<file path="src/rtl/key_event_scheduler_pkg.sv">
// Shared constants for the key event scheduler slice.
//   KEY_N          default number of key lines
//   KEY_IDX_W      default event index width
//   KEY_EVT_DEPTH  default event FIFO depth
//   KEY_OVF_CNT_W  width of the optional overflow counter (KEY_EVT_OVF_CNT_EN)
package key_evt_pkg;

  localparam int unsigned KEY_N         = 4;
  localparam int unsigned KEY_IDX_W     = 2;
  localparam int unsigned KEY_EVT_DEPTH = 4;
  localparam int unsigned KEY_OVF_CNT_W = 8;

  // Increment that sticks at all-ones instead of wrapping.
  function automatic logic [KEY_OVF_CNT_W-1:0] sat_inc(input logic [KEY_OVF_CNT_W-1:0] v);
    return (v == '1) ? v : v + KEY_OVF_CNT_W'(1);
  endfunction

endpackage

</file>
<file path="src/rtl/key_event_scheduler_rr_arbiter.sv">
// Round-robin arbiter (module rr_arbiter) used by key_event_scheduler.
//   clk, rst_n  clock, asynchronous active-low reset
//   req         request vector, one bit per key
//   en          grant permitted this cycle
//   grant       one-hot grant (all zero when no grant)
//   grant_idx   index of the granted request
//   grant_vld   a grant is issued this cycle
// After a grant to g the search starts at (g+1) mod N; reset gives key 0 priority.
module rr_arbiter
  import key_evt_pkg::*;
#(
  parameter int unsigned N     = KEY_N,
  parameter int unsigned IDX_W = KEY_IDX_W
) (
  input  logic             clk,
  input  logic             rst_n,
  input  logic [N-1:0]     req,
  input  logic             en,
  output logic [N-1:0]     grant,
  output logic [IDX_W-1:0] grant_idx,
  output logic             grant_vld
);

  logic [IDX_W-1:0] prio;
  logic [IDX_W-1:0] prio_next;
  logic [IDX_W:0]   cand;
  logic [IDX_W-1:0] cand_idx;

  // Walk the keys starting at the priority pointer; the first requester wins.
  always_comb begin
    grant     = '0;
    grant_idx = '0;
    grant_vld = 1'b0;
    cand      = '0;
    cand_idx  = '0;
    for (int unsigned i = 0; i < N; i++) begin
      cand = {1'b0, prio} + (IDX_W+1)'(i);
      if (cand >= (IDX_W+1)'(N)) begin
        cand = cand - (IDX_W+1)'(N);
      end
      cand_idx = cand[IDX_W-1:0];
      if (en && !grant_vld && req[cand_idx]) begin
        grant_vld       = 1'b1;
        grant_idx       = cand_idx;
        grant[cand_idx] = 1'b1;
      end
    end
  end

  always_comb begin
    prio_next = '0;
    if (grant_idx != IDX_W'(N-1)) begin
      prio_next = grant_idx + IDX_W'(1);
    end
  end

  always_ff @(posedge clk or negedge rst_n) begin
    if (!rst_n) begin
      prio <= '0;
    end else if (grant_vld) begin
      prio <= prio_next;
    end
  end

endmodule

</file>
<file path="src/rtl/key_event_scheduler.sv">
// Key event scheduler: latches one-cycle key presses as pending bits, picks one
// pending key per cycle by round-robin and queues its index in an event FIFO.
//   clk, rst_n    clock, asynchronous active-low reset
//   key_pulse     one-cycle press pulses, bit i = key i
//   evt_valid     head-of-FIFO event available
//   evt_ready     consumer accepts the head event when high with evt_valid
//   evt_idx       key index of the head event
//   evt_overflow  one-cycle pulse: a press on an already-pending key was lost
//   ovf_cnt       saturating count of overflow pulses (only with KEY_EVT_OVF_CNT_EN)
//   busy          pending presses or queued events exist
// Optional feature macro: KEY_EVT_OVF_CNT_EN.
module key_event_scheduler
  import key_evt_pkg::*;
#(
  parameter int unsigned N     = KEY_N,
  parameter int unsigned IDX_W = KEY_IDX_W,
  parameter int unsigned DEPTH = KEY_EVT_DEPTH
) (
  input  logic                     clk,
  input  logic                     rst_n,
  input  logic [N-1:0]             key_pulse,
  output logic                     evt_valid,
  input  logic                     evt_ready,
  output logic [IDX_W-1:0]         evt_idx,
  output logic                     evt_overflow,
`ifdef KEY_EVT_OVF_CNT_EN
  output logic [KEY_OVF_CNT_W-1:0] ovf_cnt,
`endif
  output logic                     busy
);

  localparam int unsigned AW = $clog2(DEPTH);

  logic [N-1:0]     pending;
  logic [IDX_W-1:0] mem [DEPTH];
  logic [AW:0]      wr_ptr;
  logic [AW:0]      rd_ptr;
  logic             full;
  logic             empty;
  logic             pop;
  logic [N-1:0]     grant;
  logic [IDX_W-1:0] grant_idx;
  logic             grant_vld;
  logic             ovf_hit;

  // Extra pointer MSB distinguishes full from empty when the low bits match.
  assign full  = (wr_ptr[AW] != rd_ptr[AW]) && (wr_ptr[AW-1:0] == rd_ptr[AW-1:0]);
  assign empty = (wr_ptr == rd_ptr);

  // Full blocks the grant outright, even if the head is being popped this cycle.
  rr_arbiter #(
    .N     (N),
    .IDX_W (IDX_W)
  ) u_arb (
    .clk       (clk),
    .rst_n     (rst_n),
    .req       (pending),
    .en        (!full),
    .grant     (grant),
    .grant_idx (grant_idx),
    .grant_vld (grant_vld)
  );

  assign pop       = evt_valid && evt_ready;
  assign evt_valid = !empty;
  assign evt_idx   = mem[rd_ptr[AW-1:0]];
  assign busy      = (|pending) || !empty;

  // A press on a key that is pending and not being granted is coalesced.
  // A press on the key being granted re-arms it (set wins) and is not lost.
  assign ovf_hit = |(key_pulse & pending & ~grant);

  always_ff @(posedge clk or negedge rst_n) begin
    if (!rst_n) begin
      pending      <= '0;
      wr_ptr       <= '0;
      rd_ptr       <= '0;
      evt_overflow <= 1'b0;
    end else begin
      pending      <= (pending & ~grant) | key_pulse;
      evt_overflow <= ovf_hit;
      if (grant_vld) begin
        wr_ptr <= wr_ptr + (AW+1)'(1);
      end
      if (pop) begin
        rd_ptr <= rd_ptr + (AW+1)'(1);
      end
    end
  end

  always_ff @(posedge clk) begin
    if (grant_vld) begin
      mem[wr_ptr[AW-1:0]] <= grant_idx;
    end
  end

`ifdef KEY_EVT_OVF_CNT_EN
  always_ff @(posedge clk or negedge rst_n) begin
    if (!rst_n) begin
      ovf_cnt <= '0;
    end else if (evt_overflow) begin
      ovf_cnt <= sat_inc(ovf_cnt);
    end
  end
`endif

endmodule

</file>
<file path="config.mk">
export PLATFORM = sky130hd
export DESIGN_NAME = key_event_scheduler
export DESIGN_NICKNAME = d
export VERILOG_FILES = /design/src/rtl/key_event_scheduler_pkg.sv /design/src/rtl/key_event_scheduler_rr_arbiter.sv /design/src/rtl/key_event_scheduler.sv
export SDC_FILE = /design/constraint.sdc
export NUM_CORES = 1
export LEC_CHECK = 0
export BUFFER_PORTS_ARGS = -buffer_cell sky130_fd_sc_hd__buf_2
export CAP_MARGIN = 20
export CORE_MARGIN = 3
export CORE_UTILIZATION = 40
export DETAILED_ROUTE_END_ITERATION = 12
export GPL_ROUTABILITY_DRIVEN = 1
export PLACE_DENSITY_LB_ADDON = 0.2
export SETUP_SLACK_MARGIN = 0.2
export SKIP_CTS_REPAIR_TIMING = 1
export SLEW_MARGIN = 10
export SYNTH_ARGS = -nofsm -noshare
export SYNTH_HDL_FRONTEND = slang
export SYNTH_SLANG_ARGS = --single-unit
</file>
<file path="constraint.sdc">
create_clock -name clk -period 2.7 [get_ports clk]
set_input_delay 0 -clock clk [delete_from_list [all_inputs] [get_ports clk]]
set_output_delay 0 -clock clk [all_outputs]
set_load 0.01 [all_outputs]
</file>
# [Word-level counts from Yosys, hierarchy flattened]
# Memory sizes are Yosys's and may differ from the RTL's.
# Cells that the tools add are included.
[word_totals] regBits=13 ram_bits=8 in_bits=7 output_inout_bits=5 mem_count=1
[classes] n_addsub=10 n_lt_le_gt_ge=12 n_eq_ne=4 muxes=35 bitwise_logic=8 n_reduce_logical=21
[mem_list] name="mem" words=4 word_bits=2 read_ports=1 rd_ports_with_merged_regs=0 wr=1 line_no="key_event_scheduler.sv:35" rtl="logic [IDX_W-1:0] mem [DEPTH];"
[ops] cell="$mux W2" count=9
[ops] cell="$mux W4" count=4
[ops] cell="$or A4 B4 Y4" count=4
[ops] cell="$mux W1" count=14
[ops] cell="$logic_and A1 B1 Y1" count=13
[ops] cell="$and A4 B4 Y4" count=3
[ops] cell="$lt A2 B3 Y1 const B" count=4
[ops] cell="$ge A3 B3 Y1 const B" count=3
[ops] cell="$bmux W1 S2" count=4
[ops] cell="$demux W1 S2" count=4
[ops] cell="$ge A2 B1 Y1 const B" count=4
[ops] cell="$reduce_or A4 Y1" count=2
[ops] cell="$sub A2 B1 Y2 const B" count=4
[ops] cell="$add A2 B2 Y3 const B" count=2
[ops] cell="$add A3 B1 Y3 const B" count=2
[ops] cell="$logic_not A1 Y1" count=5
[ops] cell="$not A4 Y4" count=1
[ops] cell="$add A2 B1 Y3 const B" count=1
[ops] cell="$eq A3 B3 Y1" count=1
[ops] cell="$ge A2 B3 Y1 const B" count=1
[ops] cell="$add A2 B1 Y2 const B" count=1
[ops] cell="$eq A2 B2 Y1" count=1
[ops] cell="$ne A2 B2 Y1 const B" count=1
[ops] cell="$logic_or A1 B1 Y1" count=1
[ops] cell="$ne A1 B1 Y1" count=1

# [Depth between registers and ports, before layout]
[depth] depth_word=21 ltp_mapped=14 depth_no_buf=11

# [Hierarchy]
# A second synthesis with hierarchy kept.
[unflattened] hier_cells=147 area_unflattened_um2=1606.5
[modules_own_cells] module="key_event_scheduler" n_inst=1 cells_per_inst=67 area_per_inst_um2=890.9
[modules_own_cells] module="rr_arbiter" n_inst=1 cells_per_inst=80 area_per_inst_um2=715.7

# [Worst setup path after synthesis]
# No wires, ideal clock.
[synth_timing] kind="flip-flop to flip-flop" start="reg u_arb.prio[0]" end="reg u_arb.prio[0]" arrival_time_ns=2.871 setup_slack_ns=-0.292 stages_incl_launch_ff=15 path_buffers=3 period_less_slack_ns=2.992 cell_sequence="dfrtp_1 > buf_6 > clkbuf_1 > inv_1 > ha_1 > mux4_2 > buf_6 > a21oi_1 > nor2_1 > a31oi_1 > a21oi_1 > nor2_1 > ha_1 > nor2_1 > a32o_1"
[synth_via] elab_chain_cells=20 elab_cells_between_ends=44 cone_classes="add/sub (8); order compare (4); eq/ne (1); mux (21); reduce/logical (10)"
[synth_lines] item="start: declaration" line_no="key_event_scheduler_rr_arbiter.sv:24" rtl="logic [IDX_W-1:0] prio;"
[synth_lines] item="start signal: assignment" line_no="key_event_scheduler_rr_arbiter.sv:61" rtl="prio <= prio_next;"
[synth_lines] item="$ge A2 B3 Y1 / $sub A2 B1 Y2 (equally long branches)" line_no="key_event_scheduler_rr_arbiter.sv:38, key_event_scheduler_rr_arbiter.sv:39"
[synth_lines] item="$mux W2" line_no="key_event_scheduler_rr_arbiter.sv:38" rtl="if (cand >= (IDX_W+1)'(N)) begin"
[synth_lines] item="$bmux W1 S2" line_no="key_event_scheduler_rr_arbiter.sv:42" rtl="if (en && !grant_vld && req[cand_idx]) begin"
[synth_lines] item="$mux W1 (implied by the code)" line_no="key_event_scheduler_rr_arbiter.sv:42"
[synth_lines] item="$logic_and A1 B1 Y1" line_no="key_event_scheduler_rr_arbiter.sv:42"
[synth_lines] item="$mux W1" line_no="key_event_scheduler_rr_arbiter.sv:42"
[synth_lines] item="$logic_not A1 Y1" line_no="key_event_scheduler_rr_arbiter.sv:42"
[synth_lines] item="$logic_and A1 B1 Y1 (2 in series)" line_no="key_event_scheduler_rr_arbiter.sv:42"
[synth_lines] item="[2 not listed]"
[synth_lines] item="$logic_and A1 B1 Y1 (2 in series)" line_no="key_event_scheduler_rr_arbiter.sv:42"
[synth_lines] item="$mux W1" line_no="key_event_scheduler_rr_arbiter.sv:42"
[synth_lines] item="$logic_not A1 Y1" line_no="key_event_scheduler_rr_arbiter.sv:42"
[synth_lines] item="$logic_and A1 B1 Y1 (2 in series)" line_no="key_event_scheduler_rr_arbiter.sv:42"
[synth_lines] item="$mux W2 *" line_no="key_event_scheduler_rr_arbiter.sv:42"
[synth_lines] item="named net grant_idx[0]" line_no="key_event_scheduler.sv:42" rtl="logic [IDX_W-1:0] grant_idx;"
[synth_lines] item="$add A2 B1 Y2 / $ne A2 B2 Y1 (equally long branches)" line_no="key_event_scheduler_rr_arbiter.sv:53, key_event_scheduler_rr_arbiter.sv:52"
[synth_lines] item="$mux W2 *" line_no="key_event_scheduler_rr_arbiter.sv:52" rtl="if (grant_idx != IDX_W'(N-1)) begin"
# Mark *: on every way through the listed nets, which the timed path passes. The rest lies on a longest branch. The select of a mux whose other input is x is not followed.
# A chain may end at the register's enable or synchronous reset.

# [Final worst setup path]
# Ends and elaborated chain as after synthesis.

==> run_results.csv <==
group,metric,value,unit
sta,finalMaxSlewViolations,0,
finish,fill_cells,318,
yosys,synth_top_cell_area_share,21.1,%
power_and_ir_drop,peakVddDrop,669,uV
critical_path,crit_start,"u_arb.prio[0]$_DFFE_PN0N_",
power_and_ir_drop,switching_power,1.11,mW
power_and_ir_drop,swShare,42.5,%
power_and_ir_drop,p_int,1.50,mW
critical_path,slowest_delay,450,ps
critical_path,cp_cell_sequence,"inv_4 -> ha_4 -> mux4_2 -> a21oi_2 -> nor2_1 -> a31oi_1 -> a21oi_1 -> nor2_2 -> ha_2 -> nor2_1 -> a32o_2",
hold_path,hold_path_class,"input pin to flip-flop",
critical_path,timing.rr.end,"u_arb.prio[0]$_DFFE_PN0N_",
sta,period_needed,2380,ps
place,place_inst,210,
cts,clockRootBuffer,"clkbuf_8",
cts,cts.sinks,21,
sta,finalHoldViolCount,0,
critical_path,worstPathArrival,2520,ps
finish,final_cells,227,
finish,diodes,0,
finish,final_cell_mix,"buf_4, nand2_1, ha_1, dfrtp_1, buf_2",
detailed_routing,top_layer,"met4",
grt,grt_antenna_before_repair,0,
detailed_routing,drtIter0Drc,28,
power_and_ir_drop,comb_power_share,65.9,%
finish,area_delta_synth_final,21.4,%
yosys,syn_area,0.00155,mm2
status,status,"finished clean",
critical_path,reg2reg_from,"u_arb.prio[0]$_DFFE_PN0N_",
detailed_routing,ant_nets,0,
detailed_routing,via_count,1207,
critical_path,cp_max_fo,7,
floorplan,design.core.area,0.00352,mm2
yosys,synth.area.top_cells,"dfrtp_1, edfxtp_1, ha_1",
sta,setup_viol,0,
detailed_routing,dr_wl_met2,1510,um
grt,grt_util_all_layers,15.7,%
finish,final_common_cell,"buf_4",
yosys,synth_edf_count,8,
hold_path,hold_end,"rd_ptr[2]$_DFFE_PN0P_",
yosys,ys_warn_count,0,
run,max_cap_violations,0,
detailed_routing,drtPass1Iterations,4,
detailed_routing,vias_per_cell,5.32,
cts,clk-insertion-delay-late,250,ps
detailed_routing,remaining_drc_errors,0,
critical_path,r2r_cells,11,
critical_path,crit_family,"compound AO/OA/AOI/OAI gates",
power_and_ir_drop,powerDensity,1390,mW/mm2
detailed_routing,wl_per_cell,14.2,um
place,dp_hpwl,2400,um
sta,rsz0062_at_grt,"no",
grt,grt-ovfl-total,0,
detailed_routing,wl_met3,119,um
sta,worst_pin_slew,743,ps
sta,period_share,88.0,%
hold_path,worstHoldStart,"evt_ready",
yosys,async_reset_ff_share,61.9,%
sta,finalClockSkew,2.06,ps
place,portBuffers,11,
yosys,syn_inst,152,
critical_path,start_kind,"flip-flop",
grt,grt_max_degree,14,
yosys,synth_top_area_cell,"dfrtp_1",
cts,htree_levels,1,
detailed_routing,wl,3220,um
critical_path,path_buf_inv,1,
detailed_routing,drt-met1-wl,1580,um
cts,clockBufferDepth,2,
critical_path,worstSetupPathType,"flip-flop to flip-flop",
yosys,syn_nets,172,
power_and_ir_drop,power_leakage,0.758,nW
floorplan,die_height,68.2,um
sta,tns,0,ps
critical_path,required,2840,ps
place,gp_congestion,0.920,
finish,nNetsFinal,202,
sta,max_freq,421,MHz
yosys,synth.distinct_cells,43,
critical_path,reg2reg_slack,320,ps
critical_path,end_kind,"flip-flop",
yosys,syn_avg_cell_area,10.2,um2
critical_path,crit_top_cell,"nor2_1",
grt,grt_pass1_vias,1166,
cts,cts_tree,"built",
floorplan,dieArea,0.00465,mm2
yosys,synthFlopType,"dfrtp_1",
cts,cts_buffers,3,
floorplan,io_pins,12,
floorplan,start_util,43.9,%
cts,cts.reportedPaths.clkPinSlew,70,ps
power_and_ir_drop,pwr-share-clk,7.4,%
sta,relSlewSlack,50.5,%
grt,grt_pass1_wl,5490,um
yosys,yosys_register_bits,21,
floorplan,fp-row-count,21,
hold_path,hold_path_depth,3,
power_and_ir_drop,seq_power_share,26.7,%
critical_path,cpMaxStageDelayCell,"dfrtp_2",
floorplan,die_w,68.2,um
finish,drive_above_1_share,28.7,%
yosys,seq_area_frac_synth,36.6,%
state kept, by name (all words and copies together) (netlist names):
register / count
pending: 4
evt_overflow: 1
rd_ptr: 3
mem: 8
wr_ptr: 3
u_arb.prio: 2
cell usage after synthesis, types with 2 or more instances:
cell type / instances
nand2_1: 15
dfrtp_1: 13
ha_1: 13
a21oi_1: 10
nor2_1: 10
edfxtp_1: 8
inv_1: 8
o21ai_0: 8
nand3_1: 6
xnor2_1: 5
and2_1: 4
buf_2: 4
clkbuf_1: 4
mux4_2: 4
nand4b_1: 3
nor2b_1: 3
nor3b_1: 3
a41o_1: 2
buf_6: 2
mux4_1: 2
nand2b_1: 2
xor2_1: 2
tightest hold or removal path: cells and delay by family:
kind	cells	cell delay [ps]
simple gates	1	80
xor+xnor	1	70
buf+inv	1	110
cell type report:
class	count	area (um2)	share of cell area, %
clock buffer	4	45.0	2.40
inverter	8	32.5	1.73
multi-input combinational	112	917	48.9
sequential	21	568	30.3
tap	46	57.6	3.07
timing repair buffer	36	255	13.6
cells by family after synthesis:
logic type      count (synthesis)  share of synthesized area, %
xor+xnor                        7                          3.97
flops                          21                          36.6
fa+ha+maj                      13                          10.5
buf+inv                        19                          6.15
simple gates                   53                          17.8
compound gates                 32                          15.0
mux                             7                          9.96
metal layers:
layer  GRT usage (%)  vias up
li1                -      608
met1            22.5      577
met2            24.9       20
met3            3.12        2
met4            2.73        0
met5               0        -
metrics by stage:
step | power (mW) | util (%) | setup slack (ps) | area (um2) | hold WS, ps
2_1_floorplan | 1.90 | - | 93.1 | 1590 | -296
3_3_place_gp | 2.24 | 48.6 | 273 | 1710 | -107
3_5_place_dp | 2.28 | 48.6 | 206 | 1710 | -100
4_1_cts | 2.48 | 49.9 | 187 | 1760 | -379
5_1_grt | 2.86 | 53.3 | 176 | 1880 | 66.0
6_report | 2.61 | 53.3 | 324 | 1880 | 43.1
power groups by stage:
stage	Combinational [mW]	Sequential [mW]	Clock [mW]
after floorplan	1.25	0.651	0
after global placement	1.54	0.697	0
after detailed placement	1.57	0.704	0
after CTS	1.59	0.699	0.200
after global routing	1.92	0.727	0.216
final	1.72	0.697	0.193
worst max path at each step:
stage / to / cells past startpoint / slack, ps
2_1_floorplan: u_arb.prio[0]$_DFFE_PN0N_ / 14 / 90
3_3_place_gp: u_arb.prio[0]$_DFFE_PN0N_ / 11 / 270
3_5_place_dp: u_arb.prio[0]$_DFFE_PN0N_ / 11 / 210
4_1_cts: u_arb.prio[0]$_DFFE_PN0N_ / 11 / 190
5_1_grt: u_arb.prio[0]$_DFFE_PN0N_ / 11 / 180
6_report: u_arb.prio[0]$_DFFE_PN0N_ / 11 / 320
Power figures use the tool's default switching activity.
